==> src/rtl/apb_master_ctrl.sv <==
// AHB-to-APB bridge controller with a posted-write buffer, strict read
// ordering behind buffered writes, and an ACCESS-phase timeout.
//
// state  | meaning
// IDLE   | no APB transfer; Pselx=0, Penable=0
// SETUP  | first APB cycle; Pselx/Paddr/Pwrite/Pwdata driven, Penable=0
// ACCESS | Penable=1, waiting for Pready or timeout
module apb_master_ctrl #(
    parameter int ADDR_W     = 32,
    parameter int DATA_W     = 32,
    parameter int NUM_SLV    = 3,
    parameter int WBUF_DEPTH = 2,
    parameter int TIMEOUT    = 16
) (
    input  logic              Hclk,
    input  logic              Hreset,
    input  logic              valid,
    input  logic              Hwrite,
    input  logic [ADDR_W-1:0] Haddr,
    input  logic [DATA_W-1:0] Hwdata,
    input  logic [NUM_SLV-1:0] tempselx,
    input  logic [DATA_W-1:0] Prdata,
    input  logic              Pready,
    input  logic              Pslverr,
    output logic [ADDR_W-1:0] Paddr,
    output logic [DATA_W-1:0] Pwdata,
    output logic              Pwrite,
    output logic              Penable,
    output logic [NUM_SLV-1:0] Pselx,
    output logic              Hreadyout,
    output logic              Hresp,
    output logic [DATA_W-1:0] Hrdata,
    output logic              wr_err
);
    localparam int PW = $clog2(WBUF_DEPTH) + 1;
    localparam int TW = $clog2(TIMEOUT + 1);

    typedef enum logic [1:0] {IDLE, SETUP, ACCESS} state_t;
    state_t state;

    logic [ADDR_W-1:0]  buf_addr [WBUF_DEPTH];
    logic [NUM_SLV-1:0] buf_sel  [WBUF_DEPTH];
    logic [DATA_W-1:0]  buf_data [WBUF_DEPTH];
    logic [PW-1:0]      wptr, rptr;

    logic [ADDR_W-1:0]  wa_addr, rd_addr;
    logic [NUM_SLV-1:0] wa_sel, rd_sel;
    logic               wr_pend, rd_pend, rd_issued, err_hold;
    logic [TW-1:0]      tcnt;

    logic               wr_acc, rd_acc, in_access, tmo, done, xfer_err, pop;
    logic               wr_avail, decide, start_wr, start_rd, room;
    logic [PW-1:0]      count, held, head_ptr, cnt_next;
    logic [ADDR_W-1:0]  head_addr;
    logic [NUM_SLV-1:0] head_sel;
    logic [DATA_W-1:0]  head_data;

    // Next-transfer selection; a write being pushed this cycle is forwarded
    // straight to the APB side when the buffer would otherwise be empty.
    always_comb begin
        wr_acc    = valid & Hreadyout & Hwrite;
        rd_acc    = valid & Hreadyout & ~Hwrite;
        in_access = (state == ACCESS);
        tmo       = in_access & ~Pready & (tcnt == TW'(TIMEOUT - 1));
        done      = in_access & (Pready | tmo);
        xfer_err  = (Pready & Pslverr) | tmo;
        pop       = done & Pwrite;
        count     = wptr - rptr;
        held      = count - PW'(pop);
        head_ptr  = rptr + PW'(pop);
        wr_avail  = (held != '0) | wr_pend;
        decide    = (state == IDLE) | done;
        start_wr  = decide & wr_avail;
        start_rd  = decide & ~wr_avail & rd_pend & ~rd_issued;
        cnt_next  = count + PW'(wr_pend) - PW'(pop);
        room      = (int'(cnt_next) + int'(wr_acc)) < WBUF_DEPTH;
        if (held != '0) begin
            head_addr = buf_addr[head_ptr[PW-2:0]];
            head_sel  = buf_sel[head_ptr[PW-2:0]];
            head_data = buf_data[head_ptr[PW-2:0]];
        end else begin
            head_addr = wa_addr;
            head_sel  = wa_sel;
            head_data = Hwdata;
        end
    end

    // Write buffer storage; pushed in the data phase of an accepted write.
    always_ff @(posedge Hclk) begin
        if (wr_pend) begin
            buf_addr[wptr[PW-2:0]] <= wa_addr;
            buf_sel[wptr[PW-2:0]]  <= wa_sel;
            buf_data[wptr[PW-2:0]] <= Hwdata;
        end
    end

    // AHB capture, buffer pointers, timeout counter, APB FSM and AHB response.
    always_ff @(posedge Hclk) begin
        if (Hreset) begin
            state     <= IDLE;
            wptr      <= '0;
            rptr      <= '0;
            wa_addr   <= '0;
            wa_sel    <= '0;
            rd_addr   <= '0;
            rd_sel    <= '0;
            wr_pend   <= 1'b0;
            rd_pend   <= 1'b0;
            rd_issued <= 1'b0;
            err_hold  <= 1'b0;
            tcnt      <= '0;
            Paddr     <= '0;
            Pwdata    <= '0;
            Pwrite    <= 1'b0;
            Penable   <= 1'b0;
            Pselx     <= '0;
            Hreadyout <= 1'b1;
            Hresp     <= 1'b0;
            Hrdata    <= '0;
            wr_err    <= 1'b0;
        end else begin
            if (valid && Hreadyout) begin
                if (Hwrite) begin
                    wa_addr <= Haddr;
                    wa_sel  <= tempselx;
                end else begin
                    rd_addr <= Haddr;
                    rd_sel  <= tempselx;
                    rd_pend <= 1'b1;
                end
            end
            wr_pend <= wr_acc;
            if (wr_pend) wptr <= wptr + 1'b1;
            if (pop)     rptr <= rptr + 1'b1;
            if (pop && xfer_err) wr_err <= 1'b1;

            if (in_access && !done) tcnt <= tcnt + 1'b1;
            else                    tcnt <= '0;

            if (decide) begin
                Penable <= 1'b0;
                if (start_wr) begin
                    state  <= SETUP;
                    Paddr  <= head_addr;
                    Pselx  <= head_sel;
                    Pwdata <= head_data;
                    Pwrite <= 1'b1;
                end else if (start_rd) begin
                    state     <= SETUP;
                    Paddr     <= rd_addr;
                    Pselx     <= rd_sel;
                    Pwrite    <= 1'b0;
                    rd_issued <= 1'b1;
                end else begin
                    state <= IDLE;
                    Pselx <= '0;
                end
            end else if (state == SETUP) begin
                state   <= ACCESS;
                Penable <= 1'b1;
            end

            if (done && !Pwrite) begin
                Hrdata    <= Prdata;
                rd_pend   <= 1'b0;
                rd_issued <= 1'b0;
                if (xfer_err) begin
                    Hresp     <= 1'b1;
                    Hreadyout <= 1'b0;
                    err_hold  <= 1'b1;
                end else begin
                    Hresp     <= 1'b0;
                    Hreadyout <= 1'b1;
                end
            end else if (err_hold) begin
                Hresp     <= 1'b1;
                Hreadyout <= 1'b1;
                err_hold  <= 1'b0;
            end else begin
                Hresp <= 1'b0;
                if (rd_acc || rd_pend) Hreadyout <= 1'b0;
                else                   Hreadyout <= room;
            end
        end
    end
endmodule
==> config.mk <==
export PLATFORM = sky130hd
export DESIGN_NAME = apb_master_ctrl
export DESIGN_NICKNAME = d
export VERILOG_FILES = /design/src/rtl/apb_master_ctrl.sv
export SDC_FILE = /design/constraint.sdc
export NUM_CORES = 1
export LEC_CHECK = 0
export CAP_MARGIN = 20
export CORE_MARGIN = 2
export CORE_UTILIZATION = 48
export CTS_BUF_LIST = sky130_fd_sc_hd__clkbuf_16
export CTS_CLUSTER_DIAMETER = 50
export CTS_CLUSTER_SIZE = 24
export DETAILED_ROUTE_END_ITERATION = 7
export PLACE_DENSITY = 0.72
export SETUP_SLACK_MARGIN = 0.1
export SYNTH_ARGS = -nofsm -noshare
export SYNTH_HDL_FRONTEND = slang
export SYNTH_SLANG_ARGS = --single-unit
==> constraint.sdc <==
create_clock -name Hclk -period 4.65 [get_ports Hclk]
set_input_delay 1.395 -clock Hclk [delete_from_list [all_inputs] [get_ports Hclk]]
set_output_delay 1.395 -clock Hclk [all_outputs]
set_load 0.1 [all_outputs]
Word level (Yosys, flattened, before mapping):

Memory sizes are Yosys's and may differ from the RTL's.
Cells that the tools add are included.

* register bits: 189
* bits in latches: 0
* RAM bits: 134
* bits in read-only memories: 0
* input bits: 105
* output and inout port bits: 104
* logic and storage cells: 102
* memories kept: 3

Memory list
* buf_addr: depth 2, bits a word 32, rd ports 1, clocked after Yosys merged registers in 0, write ports 1, line 41 `logic [ADDR_W-1:0] buf_addr [WBUF_DEPTH];`
* buf_data: depth 2, bits a word 32, rd ports 1, clocked after Yosys merged registers in 0, write ports 1, line 43 `logic [DATA_W-1:0] buf_data [WBUF_DEPTH];`
* buf_sel: depth 2, bits a word 3, rd ports 1, clocked after Yosys merged registers in 0, write ports 1, line 42 `logic [NUM_SLV-1:0] buf_sel [WBUF_DEPTH];`

* add/sub/neg operators: 9
* multiply operators: 0
* divide/modulo/power cells: 0
* magnitude comparators: 1
* equality and inequality tests: 3
* shift operators: 0
* multiplexer cells: 22
* bitwise logic cells: 23
* reduce and logical (&&, ||, !) cells: 20

Operators with widths (number)
* 32-bit two-way mux: 4
* 1-bit two-way mux: 13
* 1-bit bitwise AND: 12
* 3-bit two-way mux: 3
* 2-bit AND reduction: 4
* 2-bit OR reduction: 4
* 1-bit inverter: 7
* 2-bit nonzero test: 3
* 5-bit by 1-bit adder with 5-bit output, second input constant: 1
* 5-bit by 4-bit equality test with 1-bit output, second input constant: 1
* 2-bit by 1-bit adder with 2-bit output, second input constant: 2
* 1-bit logical AND: 4
* 2-bit two-way mux: 2
* 1-bit bitwise OR: 4
* 2-bit by 1-bit subtractor with 2-bit output: 2
* 2-bit by 1-bit adder with 3-bit output: 1
* 3-bit by 2-bit < comparator with 1-bit output, second input constant: 1
* 3-bit AND reduction: 1
* 2-bit by 1-bit adder with 2-bit output: 1
* 2-bit by 1-bit equality test with 1-bit output, second input constant: 1
* 2-bit equality test, second input constant: 1
* 1-bit zero test: 2
* 2-bit zero test: 1
* 2-bit subtractor: 1
* other kinds (2): 2

Depth between registers and ports, before layout:

* depth after elaboration: 16
* mapped depth: 11
* gate-level depth less buffers: 10

Least setup slack after synthesis:

Ideal clock, no wire load.

* path kind: reg-to-reg
* from: register wr_pend
* to: memory buf_addr[0][0], enable pin
* setup time: 501 ps
* arrival time: 3497 ps
* required time: 4149 ps
* slack: 653 ps
* stages on the path, launching flop included: 2
* buffers on the path: 0
* period minus slack after synthesis: 3997 ps
* cell sequence: dfxtp_1 nor2b_1

* word-level cells in the longest chain between the ends: 2

Ends and longest elaborated chain
* start: declaration: line 48 `logic wr_pend, rd_pend, rd_issued, err_hold;`
* start signal: assignment: line 132 `wr_pend <= wr_acc;`
* 1-bit two-way mux: line 90 `if (wr_pend) begin`
* 1-bit two-way mux (implied by the code): line 91 `buf_addr[wptr[PW-2:0]] <= wa_addr;`
* end: declaration: line 41

Every way passes these cells.

Worst setup path in the final report:

* from: input Pready
* to: register Pwdata[0]

* word-level cells in the longest chain between the ends: 11
* elaborated cells between the ends (all ways): 15
* classes of those cells: 2 x add/sub; 1 x mux; 9 x bitwise; 2 x reduce/logical; 1 x memory

Ends and longest elaborated chain
* start: declaration: line 23 `input logic Pready,`
* 1-bit inverter: line 64 `tmo = in_access & ~Pready & (tcnt == TW'(TIMEOUT - 1));`
* 1-bit bitwise AND (2 in a row): line 64
* 1-bit bitwise OR *: line 65 `done = in_access & (Pready | tmo);`
* 1-bit bitwise AND *: line 65
* 1-bit bitwise AND: line 67 `pop = done & Pwrite;`
* 2-bit by 1-bit subtractor with 2-bit output: line 69 `held = count - PW'(pop);`
* 2-bit nonzero test: line 71, 77
* 1-bit bitwise OR: line 71 `wr_avail = (held != '0) | wr_pend;`
* 1-bit bitwise AND: line 73 `start_wr = decide & wr_avail;`
* 2-bit AND reduction (no source line)
* end signal: assignment: line 146 `Pwdata <= head_data;`
* end: declaration: line 26 `output logic [DATA_W-1:0] Pwdata,`

Mark *: on every way between the ends. The rest lies on a longest branch, timed or not.
A chain may end at the register's enable or synchronous reset.

==> results.sh <==
export IMPL_status="finished, final reports clean"
export IMPL_tns_ps=0
export IMPL_final_area_um2=17000
export IMPL_r2r_end="Pwdata[0]"
export IMPL_seq_area_um2=7810
export IMPL_rows=61
export IMPL_worstPathMaxFanout=35
export IMPL_hold_buffers=0
export IMPL_yosys_register_bits=323
export IMPL_area_growth_pct=26.2
export IMPL_p_seq_share_pct=42.3
export IMPL_report_final_slew_viol_count=0
export IMPL_portBuffers=208
export IMPL_vias_per_cell=5.62
export IMPL_fill_cells=2307
export IMPL_final_cell_mix="nand2_1, clkdlybuf4s50_1, dfxtp_1"
export IMPL_clk_root_buffer_cell="clkbuf_16"
export IMPL_peakVddDrop_mv=0.228
export IMPL_drt_met1_wl_mm=15.4
export IMPL_met2_wirelength_mm=16.3
export IMPL_grt_max_degree=84
export IMPL_drtPass1Iterations=7
export IMPL_rrSetupSlack_ps=1420
export IMPL_track_usage_pct=23.7
export IMPL_relSlewSlack_pct=28.0
export IMPL_pre_cts_slack_ps=423
export IMPL_fp_coreArea_um2=27800
export IMPL_cts_setup_buffers=0
export IMPL_crit_required_ps=5050
export IMPL_wl_mm=35.0
export IMPL_setup_ws_ps=902
export IMPL_fmax_mhz=267
export IMPL_period_share_pct=80.6
export IMPL_start_kind="primary input"
export IMPL_drc=0
export IMPL_power_internal_w=0.00514
export IMPL_io_pins=209
export IMPL_pwr_share_comb_pct=21.0
export IMPL_clkPwrFrac_pct=36.7
export IMPL_drt_iter0_markers=845
export IMPL_seq_area_frac_synth_pct=57.8
export IMPL_syn_area_um2=13500
export IMPL_synth_ff_type="dfxtp_1"
export IMPL_grt_pass1_vias=10400
export IMPL_cts_buffer_depth=3
export IMPL_r2r_cells=8
export IMPL_highest_layer="met4"
export IMPL_post_cts_resized=0
export IMPL_arrival_ps=4150
export IMPL_die_w_um=172
export IMPL_initial_core_util_pct=48.6
export IMPL_grt_overflow=0
export IMPL_ant_nets=0
export IMPL_nets=1531
export IMPL_drive_gt1_share_pct=13.4
export IMPL_max_cap_viol_count=0
export IMPL_worstHoldPathType="reg -> reg"
export IMPL_setup_worst_path_start="Pready"
export IMPL_p_sw_w=0.00240
export IMPL_r2r_start="tcnt[0]"
export IMPL_rsz0062_at_grt="no"
export IMPL_vias=10300
export IMPL_synth_edf_count=134
export IMPL_period_minus_slack_ps=3750
export IMPL_insertion_delay_ps=510
export IMPL_path_clk_slew_ps=60
export IMPL_placed_area_um2=15900
export IMPL_crit_type="in -> reg"
export IMPL_multiInputGateArea_um2=5110
export IMPL_end_kind="register"
export IMPL_netSwitchingFraction_pct=31.8
export IMPL_route_met3_wl_mm=2.51
export IMPL_fp_dieH_um=172
export IMPL_worst_pin_slew_ps=1080
export IMPL_gp_congestion=0.789
export IMPL_clock_skew_ps=13.3
export IMPL_synth_nets=1366
export IMPL_dieArea_um2=29500
export IMPL_clock_sinks=323
export IMPL_yosys_warnings=0
export IMPL_grt_pass1_wl_mm=55.4
export IMPL_hold_viol=0
export IMPL_power_density_nw_per_um2=442
export IMPL_synthCells=1257
export IMPL_avgSynthCellArea_um2=10.7
export IMPL_htree_num_levels=2
export IMPL_setup_worst_path_end="Pwdata[0]"
export IMPL_grt_antenna_before_repair=1
export IMPL_leakagePower_nw=5.91
export IMPL_final_common_cell="nand2_1"
export IMPL_cts_tree="built"
export IMPL_setup_viol=0
export IMPL_wl_per_cell_um=19.2
export IMPL_async_flop_share_pct=0
export IMPL_synth_distinct_cells=56
export IMPL_detailed_place_hpwl_mm=20.7
export IMPL_cts_buffers=34
## worst max-delay path: stages
cell,delay (ps)
clkdlybuf4s50_1,520
nor2_1,620
nor3_4,140
o21ai_4,410
nand3b_4,570
o32ai_1,460
## cell usage after synthesis, drive strengths merged (2+ instances only)
cell / instances / area share, %
a21oi: 139 / 5.1
nor2b: 2 / 0.15
nor2: 53 / 1.5
nand3: 5 / 0.22
xor2: 2 / 0.13
and2: 2 / 0.093
clkbuf: 73 / 2.0
xnor2: 3 / 0.19
ha: 4 / 0.37
nor3: 6 / 0.26
nand2b: 34 / 1.6
dfxtp: 189 / 28
a211oi: 67 / 4.8
a31oi: 4 / 0.19
o211ai: 31 / 1.7
o32ai: 32 / 3.6
or2: 2 / 0.093
edfxtp: 134 / 30
or3: 2 / 0.093
o31ai: 34 / 1.9
a21boi: 32 / 1.9
o21a: 2 / 0.11
o21ai: 4 / 0.29
xnor3: 2 / 0.33
and3: 68 / 3.1
mux2: 32 / 2.7
nand2: 214 / 6.0
nand3b: 3 / 0.26
a32oi: 3 / 0.19
inv: 36 / 1.0
buf: 33 / 1.8
## power groups by stage
stage,Combinational [W],Clock [W],Sequential [W]
after floorplan,0.000558,0,0.00382
after CTS,0.00158,0.00280,0.00319
final,0.00158,0.00277,0.00319
after global routing,0.00166,0.00292,0.00321
after global placement,0.00156,0,0.00325
after detailed placement,0.00157,0,0.00325
## routing by layer
layer,global-route usage (%),vias up
met5,0,-
li1,-,4858
met2,38.6,374
met4,7.20,0
met1,32.0,4974
met3,4.99,59
## how the worst min path moves through the flow
stage                             end  depth (start not counted)   startpoint
after floorplan               tcnt[0]                          1      tcnt[0]
after global placement        tcnt[0]                          1      tcnt[0]
after detailed placement      tcnt[0]                          1      tcnt[0]
after CTS                 rd_addr[15]                          2  rd_addr[15]
after global routing       rd_addr[8]                          2   rd_addr[8]
final                         tcnt[0]                          1      tcnt[0]
## cell families after synthesis
| logic type | share of synthesized area [%] |
|---|---|
| simple gates | 13.7 |
| compound gates | 20.0 |
| flops | 57.8 |
| buf+inv | 4.82 |
| mux | 2.67 |
| xor+xnor | 0.658 |
| fa+ha+maj | 0.370 |
## registers in the layout, indices dropped and copies added, names as in the netlist, 6 cells and up
signal and count:
buf_data 64, Pwdata 32, Hrdata 32, Paddr 32, buf_sel 6, wa_addr 32, rd_addr 32, buf_addr 64
## area by class of cell
class | instances | area share [%]
well taps | 378 | 2.77
diodes | 1 | 0.0147
inverters | 36 | 0.793
flip-flops and latches | 323 | 45.8
repair buffers | 235 | 13.8
clock buffers | 38 | 5.58
clock inverters | 24 | 1.29
multi-input cells | 792 | 30.0
## metrics by stage
step | instances | utilization (%) | power [W] | hold slack (ps)
detailed placement | 1764 | 57.1 | 0.00483 | 445
CTS | 1826 | 61.4 | 0.00757 | 454
finish | 1827 | 61.4 | 0.00754 | 452
floorplan | 1257 | - | 0.00438 | 418
global route | 1827 | 61.4 | 0.00778 | 470
global placement | 1764 | 57.1 | 0.00481 | 428
(Power assumes the default switching activity.)
